===== config.mk =====
export PLATFORM = sky130hd
export DESIGN_NAME = hazard_stall_ctrl
export DESIGN_NICKNAME = d
export VERILOG_FILES = /design/src/rtl/hazard_pkg.sv /design/src/rtl/sat_counter.sv /design/src/rtl/hazard_stall_ctrl.sv
export SDC_FILE = /design/constraint.sdc
export NUM_CORES = 1
export LEC_CHECK = 0
export CAP_MARGIN = 40
export CORE_ASPECT_RATIO = 0.5
export CORE_MARGIN = 10
export CORE_UTILIZATION = 40
export CTS_CLUSTER_SIZE = 24
export DETAILED_ROUTE_END_ITERATION = 12
export GPL_TIMING_DRIVEN = 0
export PLACE_DENSITY_LB_ADDON = 0.08
export SYNTH_ARGS = -nofsm -noshare
export SYNTH_HDL_FRONTEND = slang
export SYNTH_HIERARCHICAL = 1
export SYNTH_SLANG_ARGS = --single-unit

===== constraint.sdc =====
create_clock -name clk -period 2.4 [get_ports clk]
set_input_delay 0.24 -clock clk [delete_from_list [all_inputs] [get_ports clk]]
set_output_delay 0.24 -clock clk [all_outputs]
set_load 0.03 [all_outputs]

===== src/rtl/hazard_pkg.sv =====
// Shared types and constants for the hazard/stall controller.
package hazard_pkg;

  typedef enum logic [1:0] {
    IDLE       = 2'd0,
    LOAD_STALL = 2'd1,
    MDU_BUSY   = 2'd2
  } state_t;

  // Control vector packing: {pcWrite, IF_ID_write, controlSel, IF_ID_flush}
  localparam logic [3:0] CTRL_STALL   = 4'b0000;
  localparam logic [3:0] CTRL_RELEASE = 4'b1110;
  localparam logic [3:0] CTRL_FLUSH   = 4'b1101;

  function automatic int maxInt(input int a, input int b);
    return (a > b) ? a : b;
  endfunction

endpackage


===== src/rtl/sat_counter.sv =====
// Up-counter with synchronous reset, enable, and saturation at all-ones.
module sat_counter #(
  parameter int WIDTH = 16
) (
  input  logic             clk,
  input  logic             rst,
  input  logic             en,
  output logic [WIDTH-1:0] count
);

  localparam logic [WIDTH-1:0] CNT_MAX = '1;
  localparam logic [WIDTH-1:0] CNT_ONE = {{(WIDTH-1){1'b0}}, 1'b1};

  // Count enabled cycles, sticking at the maximum instead of wrapping
  always_ff @(posedge clk) begin
    if (rst) begin
      count <= '0;
    end else if (en && (count != CNT_MAX)) begin
      count <= count + CNT_ONE;
    end
  end

endmodule


===== src/rtl/hazard_stall_ctrl.sv =====
// Pipeline front-end stall controller: load-use, MDU busy and taken-branch flush.
module hazard_stall_ctrl
  import hazard_pkg::*;
#(
  parameter int REG_W         = 5,
  parameter int LOAD_LAT      = 1,
  parameter int MDU_LAT       = 4,
  parameter int STAT_W        = 16,
  parameter int ZERO_REG_SKIP = 1
) (
  input  logic              clk,
  input  logic              rst,
  input  logic              ID_EX_memRead,
  input  logic [REG_W-1:0]  ID_EX_Rt,
  input  logic [REG_W-1:0]  Rs,
  input  logic [REG_W-1:0]  Rt,
  input  logic              ID_usesRt,
  input  logic              mduStart,
  input  logic              branchTaken,
  output logic              pcWrite,
  output logic              IF_ID_write,
  output logic              controlSel,
  output logic              IF_ID_flush,
  output logic              mduBusy,
  output logic [STAT_W-1:0] stallCycles
);

  localparam int CNT_W = $clog2(maxInt(LOAD_LAT, MDU_LAT)) + 1;

  localparam logic [CNT_W-1:0] CNT_ONE   = {{(CNT_W-1){1'b0}}, 1'b1};
  localparam logic [CNT_W-1:0] LOAD_INIT = CNT_W'(LOAD_LAT - 1);
  localparam logic [CNT_W-1:0] MDU_INIT  = CNT_W'(MDU_LAT - 1);
  localparam logic             SKIP_ZERO = (ZERO_REG_SKIP != 0);
  localparam logic             MULTI_LOAD = (LOAD_LAT > 1);

  state_t           state;
  state_t           nextState;
  logic [CNT_W-1:0] cnt;
  logic [CNT_W-1:0] nextCnt;
  logic [3:0]       ctrl;
  logic             hz;

  // Load-use hazard: the load in EX writes a register the ID instruction reads.
  // Register 0 is hard-wired, so a load targeting it can optionally be ignored.
  assign hz = ID_EX_memRead
            & ~(SKIP_ZERO & (ID_EX_Rt == '0))
            & ((ID_EX_Rt == Rs) | (ID_usesRt & (ID_EX_Rt == Rt)));

  // State and remaining-stall counter
  always_ff @(posedge clk) begin
    if (rst) begin
      state <= IDLE;
      cnt   <= '0;
    end else begin
      state <= nextState;
      cnt   <= nextCnt;
    end
  end

  // Next state and front-end control; reset forces a release with the FSM idle
  always_comb begin
    nextState = state;
    nextCnt   = cnt;
    ctrl      = CTRL_RELEASE;
    mduBusy   = 1'b0;
    if (!rst) begin
      unique case (state)
        IDLE: begin
          if (branchTaken) begin
            ctrl = CTRL_FLUSH;
          end else if (mduStart) begin
            ctrl      = CTRL_STALL;
            nextState = MDU_BUSY;
            nextCnt   = MDU_INIT;
          end else if (hz) begin
            ctrl = CTRL_STALL;
            if (MULTI_LOAD) begin
              nextState = LOAD_STALL;
              nextCnt   = LOAD_INIT;
            end
          end
        end
        LOAD_STALL: begin
          if (branchTaken) begin
            // The stalled instruction is on the wrong path; drop the stall
            ctrl      = CTRL_FLUSH;
            nextState = IDLE;
            nextCnt   = '0;
          end else begin
            ctrl    = CTRL_STALL;
            nextCnt = cnt - CNT_ONE;
            if (cnt == CNT_ONE) nextState = IDLE;
          end
        end
        MDU_BUSY: begin
          ctrl    = CTRL_STALL;
          mduBusy = 1'b1;
          nextCnt = cnt - CNT_ONE;
          if (cnt == CNT_ONE) nextState = IDLE;
        end
        default: begin
          nextState = IDLE;
          nextCnt   = '0;
        end
      endcase
    end
  end

  assign {pcWrite, IF_ID_write, controlSel, IF_ID_flush} = ctrl;

  sat_counter #(
    .WIDTH (STAT_W)
  ) uStallCnt (
    .clk   (clk),
    .rst   (rst),
    .en    (~pcWrite),
    .count (stallCycles)
  );

endmodule

; ---- Yosys cells after proc, flatten, opt, wreduce, memory -nomap -nowiden
; Index checks and enable logic that the tools add are counted.
[classes]
add_sub_neg = 2
mul = 0
div = 0
n_lt_le_gt_ge = 0
eq_ne = 8
n_shift = 0
n_mux = 17
bitwise_logic = 6
n_reduce_logical = 4
[ops]
columns = cell, count
row1 = 2-to-1 mux 4 bit, 5
row2 = adder 16 x 1 -> 16 bit (second input constant), 1
row3 = inequality test 16 bit (second input constant), 1
row4 = case mux 4 bit (3 select lines), 1
row5 = equality test 5 bit, 2
row6 = 2-to-1 mux 3 bit, 3
row7 = case mux 3 bit (3 select lines), 1
row8 = 2-to-1 mux 2 bit, 4
row9 = case mux 2 bit (3 select lines), 1
row10 = zero test 5 bit, 1
row11 = inequality test 2 bit (second input constant), 2
row12 = AND 1 bit, 3
row13 = equality test 3 x 1 -> 1 bit (second input constant), 1
row14 = subtractor 3 x 1 -> 3 bit (second input constant), 1
row15 = equality test 2 x 1 -> 1 bit (second input constant), 1
row16 = equality test 2 bit (second input constant), 1
row17 = zero test 2 bit, 1
row18 = 2-to-1 mux 1 bit, 2
row19 = NOT 1 bit, 2
row20 = AND reduction 2 bit, 1
row21 = logical AND 1 bit, 1
row22 = bitwise OR 1 bit, 1
[totals]
reg_bits = 21
latchBits = 0
ram_bits = 0
rom_bits = 0
in_bits = 21
output_inout_bits = 21
word_cells = 40
mem_count = 0

; ---- Depth between registers and ports, before layout
; Gate-level depths: netlist of the first run.
[depth]
depth_word = 11
mapped_depth = 9
depth_no_buf = 9

; ---- Cells and area by module
; The synthesis of the first run kept the hierarchy.
[by_module_without_submodules]
columns = module, instances, cells_per_inst, area_each_um2, seq_area_each_um2
row1 = sat_counter, 1, 99, 848.3, 320.3
row2 = hazard_stall_ctrl, 1, 67, 528.0, 100.1

; ---- Worst setup path after synthesis of the first run
; No wires, ideal clock.
[synth_timing]
path_kind = flip-flop to flip-flop
startpoint = register state[0]
endpoint = register uStallCnt.count[9]
setup_time_ns = 0.070
t_arrival_ns = 2.363
t_required_ns = 2.330
slack_ns = -0.033
path_stages_with_launch = 10
path_buffers = 2
path_cell_list = dfxtp_1 -> inv_1 -> ha_1 -> clkbuf_1 -> nor2b_1 -> a221oi_1 -> nand2_1 -> clkbuf_1 -> or4_1 -> a21oi_1
[synth_between]
elab_chain_cells = 5
[synth_rtl]
columns = element, line
row1 = from (decl), hazard_stall_ctrl.sv:36  ; state_t state;
row2 = from (signal assigned), hazard_stall_ctrl.sv:55  ; state <= nextState;
row3 = equality test 2 bit (tied with other cells), hazard_stall_ctrl.sv:67  ; unique case (state)
row4 = case mux 4 bit (3 select lines) *, hazard_stall_ctrl.sv:67
row5 = 2-to-1 mux 4 bit *, hazard_stall_ctrl.sv:66  ; if (!rst) begin
row6 = NOT 1 bit *, hazard_stall_ctrl.sv:116  ; .en (~pcWrite),
row7 = logical AND 1 bit *, sat_counter.sv:18  ; end else if (en && (count != CNT_MAX)) begin
row8 = to (signal assigned), sat_counter.sv:19  ; count <= count + CNT_ONE;
row9 = to (decl), sat_counter.sv:8  ; output logic [WIDTH-1:0] count
; Every way passes the cells marked *; elsewhere a longest branch is shown, timed or not.
; A chain may end at the register's enable or synchronous reset.

; ---- Worst setup path after layout of the first run
[layout_timing]
startpoint = input port Rt[1]
endpoint = register uStallCnt.count[7]
[layout_between]
elab_chain_cells = 11
[layout_rtl]
columns = element, line
row1 = from (decl), hazard_stall_ctrl.sv:16  ; input logic [REG_W-1:0] Rt,
row2 = equality test 5 bit, hazard_stall_ctrl.sv:47  ; & ((ID_EX_Rt == Rs) | (ID_usesRt & (ID_EX_Rt == Rt)));
row3 = AND 1 bit, hazard_stall_ctrl.sv:47
row4 = bitwise OR 1 bit, hazard_stall_ctrl.sv:47
row5 = AND 1 bit, hazard_stall_ctrl.sv:47
row6 = 2-to-1 mux 4 bit, hazard_stall_ctrl.sv:75  ; end else if (hz) begin
row7 = 2-to-1 mux 4 bit, hazard_stall_ctrl.sv:71  ; end else if (mduStart) begin
row8 = 2-to-1 mux 4 bit, hazard_stall_ctrl.sv:69  ; if (branchTaken) begin
row9 = case mux 4 bit (3 select lines), hazard_stall_ctrl.sv:67
row10 = 2-to-1 mux 4 bit, hazard_stall_ctrl.sv:66
row11 = NOT 1 bit, hazard_stall_ctrl.sv:116
row12 = logical AND 1 bit, sat_counter.sv:18
; Every way passes these cells.

==> results of run 1 <==
==> cells in the final DEF, fill, tap and decap left out, drive strengths merged, types with 2 or more instances in the layout <==
master,n
xor2,6
and4,3
dfxtp,21
or4,8
and3,2
dlymetal6s2s,4
clkdlybuf4s50,24
or3,3
nand3,7
o31ai,6
nor2b,5
nor2,12
ha,7
xnor2,6
clkdlybuf4s15,4
a21oi,15
nand4,4
nor4,5
nor3,8
buf,14
inv,8
clkbuf,11
nand2,11
o21ai,8
==> sequential cells by signal (all words and copies together), names as in the netlist <==
register and flops:
uStallCnt/count 16, cnt 3, state 2
==> kinds of logic after synthesis <==
family	after synthesis	share of synthesized area, %
and+or+nand+nor	71	31.6
AOI/OAI and AO/OA	38	17.8
buffers and inverters	15	4.45
adders and majority gates	7	6.36
DFF	21	30.5
xor gates and xnor gates	12	7.64
muxes	2	1.55
==> layer usage <==
layer,share of wire (%),up-vias
li1,-,718
met1,44,660
met2,48,32
met3,6.6,4
met4,0.53,0
met5,0,-
==> worst max-delay path, cell delays in order <==
cell and delay, ns:
clkdlybuf4s50_1 0.47, xnor2_1 0.12, and3_4 0.22, o221ai_4 0.13
a221oi_4 0.27, buf_4 0.15, nand2_1 0.09, clkbuf_8 0.17
or4_1 0.47, a21oi_1 0.16
==> repair_timing <==
item	4_1_cts	5_1_grt
setup buffers	5	4
gates cloned	0	0
gates resized for setup	34	28
endpoints found under the setup margin	17	15
pin swaps	9	16
==> power groups by stage <==
stage | Combinational [mW] | Clock (mW) | Sequential, mW
after global placement | 0.180 | 0 | 0.375
after floorplan | 0.106 | 0 | 0.378
after detailed placement | 0.185 | 0 | 0.376
final | 0.208 | 0.239 | 0.368
after global routing | 0.228 | 0.259 | 0.370
after CTS | 0.191 | 0.246 | 0.368
==> stage by stage <==
step / total power [mW] / TNS [ns]
floorplan: 0.484 / 0
global placement: 0.555 / -8.35
detailed placement: 0.561 / -9.41
CTS: 0.805 / 0
global route: 0.857 / -0.0105
finish: 0.814 / 0
==> final cells by class <==
class                   count  area, sq um  area share [%]
plain buffers               6         37.5            1.83
inverters                   8         30.0            1.47
flip-flops and latches     21          422            20.6
well taps                  40         50.0            2.44
clock inverters             1         5.00           0.244
multi-input cells         130         1000            48.8
repair buffers             49          463            22.6
clock buffers               3         41.3            2.01
==> how the worst max path moves through the flow <==
| stage | slack, ns | cells past startpoint | start | endpoint |
|---|---|---|---|---|
| detailed placement | -0.76 | 10 | ID_EX_Rt[4] | uStallCnt/count[15]$_SDFFE_PP0P_ |
| global placement | -0.68 | 10 | ID_EX_Rt[2] | uStallCnt/count[15]$_SDFFE_PP0P_ |
| global route | -0.008 | 11 | state[0]$_SDFFE_PP0P_ | uStallCnt/count[10]$_SDFFE_PP0P_ |
| floorplan | 0.14 | 9 | state[0]$_SDFFE_PP0P_ | uStallCnt/count[9]$_SDFFE_PP0P_ |
| finish | 0.11 | 10 | Rt[1] | uStallCnt/count[7]$_SDFFE_PP0P_ |
| CTS | 0.02 | 12 | Rt[2] | uStallCnt/count[12]$_SDFFE_PP0P_ |
==> flow_metrics.py, run 1 <==
metrics = {
    "drt": {
        "drc": 0,
        "dr.first_iter.drc_count": 49,
        "wirelength_um": 4150,
        "drtAntennaViolNets": 0,
        "dr_total_vias": 1414,
        "vias_per_cell": 5.48,
        "firstDrtPassIters": 4,
        "wire_per_inst_um": 16.1,
    },
    "floorplanning": {
        "dieWidth_um": 103,
        "start_util_pct": 43.7,
        "ios": 42,
        "die_h_um": 61.5,
        "coreArea_sq_um": 3150,
        "dieArea_sq_um": 6330,
        "row_count": 14,
    },
    "placed_design": {
        "dp_slack_ns": -0.762,
        "globalplace.congestion": 0.775,
        "placed_cell_area_sq_um": 1830,
        "hpwl_um": 2860,
        "dp_cells": 246,
        "io_buffer_count": 40,
    },
    "logic_synthesis": {
        "synth_enable_flop_cells": 0,
        "post-synth-top-count-cell": "dfxtp_1",
        "syn_inst": 166,
        "synthArstFlopShare_pct": 0,
        "synth-main-ff-cell": "dfxtp_1",
        "synth-seq-cells": 21,
        "ys_seq_area_share_pct": 30.5,
        "syn-mean-instance-area_sq_um": 8.29,
        "synth.cell_area_sq_um": 1380,
        "ys_types": 41,
        "synth_top_area_share_pct": 30.5,
        "synth.area.top_cells": "dfxtp_1, ha_1, a21oi_1, or4_1, xnor2_1",
        "netlist_top_cells_count": "dfxtp_1, a21oi_1, nor2_1, nand2_1",
        "yosysWarnings": 6,
        "synth_nets": 194,
        "synth_top_cell_by_area": "dfxtp_1",
    },
    "global_routing": {
        "met3_usage_pct": 4.80,
        "grt_use_met2_pct": 23.4,
        "grt_max_degree": 13,
        "grt_first_pass_wirelength_um": 6740,
        "overflow": 0,
        "busiest_layer": "met2",
        "use_met1_pct": 15.3,
        "track_usage_pct": 13.2,
        "grt_pass1_vias": 1401,
        "antenna_found_initial": 0,
    },
    "setup_path": {
        "rr_startpoint": "state[1]$_SDFFE_PP0P_",
        "cp.arrival_ns": 2.49,
        "r2r-end": "uStallCnt/count[7]$_SDFFE_PP0P_",
        "start_kind": "primary input",
        "path_max_fanout": 10,
        "critPathKind": "in -> reg",
        "required_ns": 2.60,
        "r2r_slack_ns": 0.13,
        "r2r_cells": 9,
        "cp-end-kind": "flop",
    },
    "cts": {
        "cts_made_buffers": 3,
        "cts_tree": "built",
        "cts_root_buf": "clkbuf_8",
        "cts.path.max_buffers": 2,
        "cts_hold_buf": 0,
        "clk_pin_slew_ns": 0.08,
        "clock_latency_ns": 0.27,
        "htreeDepth": 1,
        "cts.sinks": 21,
    },
    "sta": {
        "setup_viol": 0,
        "slew-limit-headroom_pct": 66.5,
        "fmax_mhz": 436,
        "fin_worst_skew_ns": 0.00723,
        "timing.hold.ws_ns": 0.328,
        "slew_violations": 0,
        "period_needed_ns": 2.29,
        "worstMarginPinSlew_ns": 0.499,
        "finalHoldViolCount": 0,
        "worst_slack_ns": 0.109,
        "fin_crit_sh_pct": 95.5,
    },
    "pwr": {
        "pwr-share-seq_pct": 45.2,
        "p_sw_share_pct": 29.5,
        "p_clk_share_pct": 29.3,
        "power.switching_mw": 0.240,
        "power_density_nw_per_um2": 397,
        "combPwrFrac_pct": 25.5,
        "internal_power_mw": 0.574,
        "irDropWorstVdd_uv": 313,
        "power.leakage_nw": 0.776,
    },
    "final_layout": {
        "final_area_sq_um": 2050,
        "post-route-util_pct": 65.0,
        "fin_nets": 247,
        "stdcell_count": 258,
        "drive_above_1_share_pct": 18.8,
        "nFillCells": 273,
        "area_growth_pct": 48.9,
        "n_antenna_cell": 0,
    },
    "min_path": {
        "hold_path.class": "in -> reg",
        "holdPathEnd": "uStallCnt/count[8]$_SDFFE_PP0P_",
        "whs_path_depth": 2,
        "worstHoldStart": "rst",
    },
    "run": {
        "maxCapViolCount": 0,
    },
    "outcome": {
        "status": "finished, final reports clean",
    },
}
No activity file was read; power rests on OpenSTA's default activity.
==> inputs of run 2 (changes only) <==
--- a/config.mk
+++ b/config.mk
@@ -13,6 +13,7 @@
 export DETAILED_ROUTE_END_ITERATION = 12
 export GPL_TIMING_DRIVEN = 0
 export PLACE_DENSITY_LB_ADDON = 0.08
+export SKIP_LAST_GASP = 1
 export SYNTH_ARGS = -nofsm -noshare
 export SYNTH_HDL_FRONTEND = slang
 export SYNTH_HIERARCHICAL = 1
==> results of run 2 <==
Same layout as run 1: the final DEF is identical, and so are final timing and power.
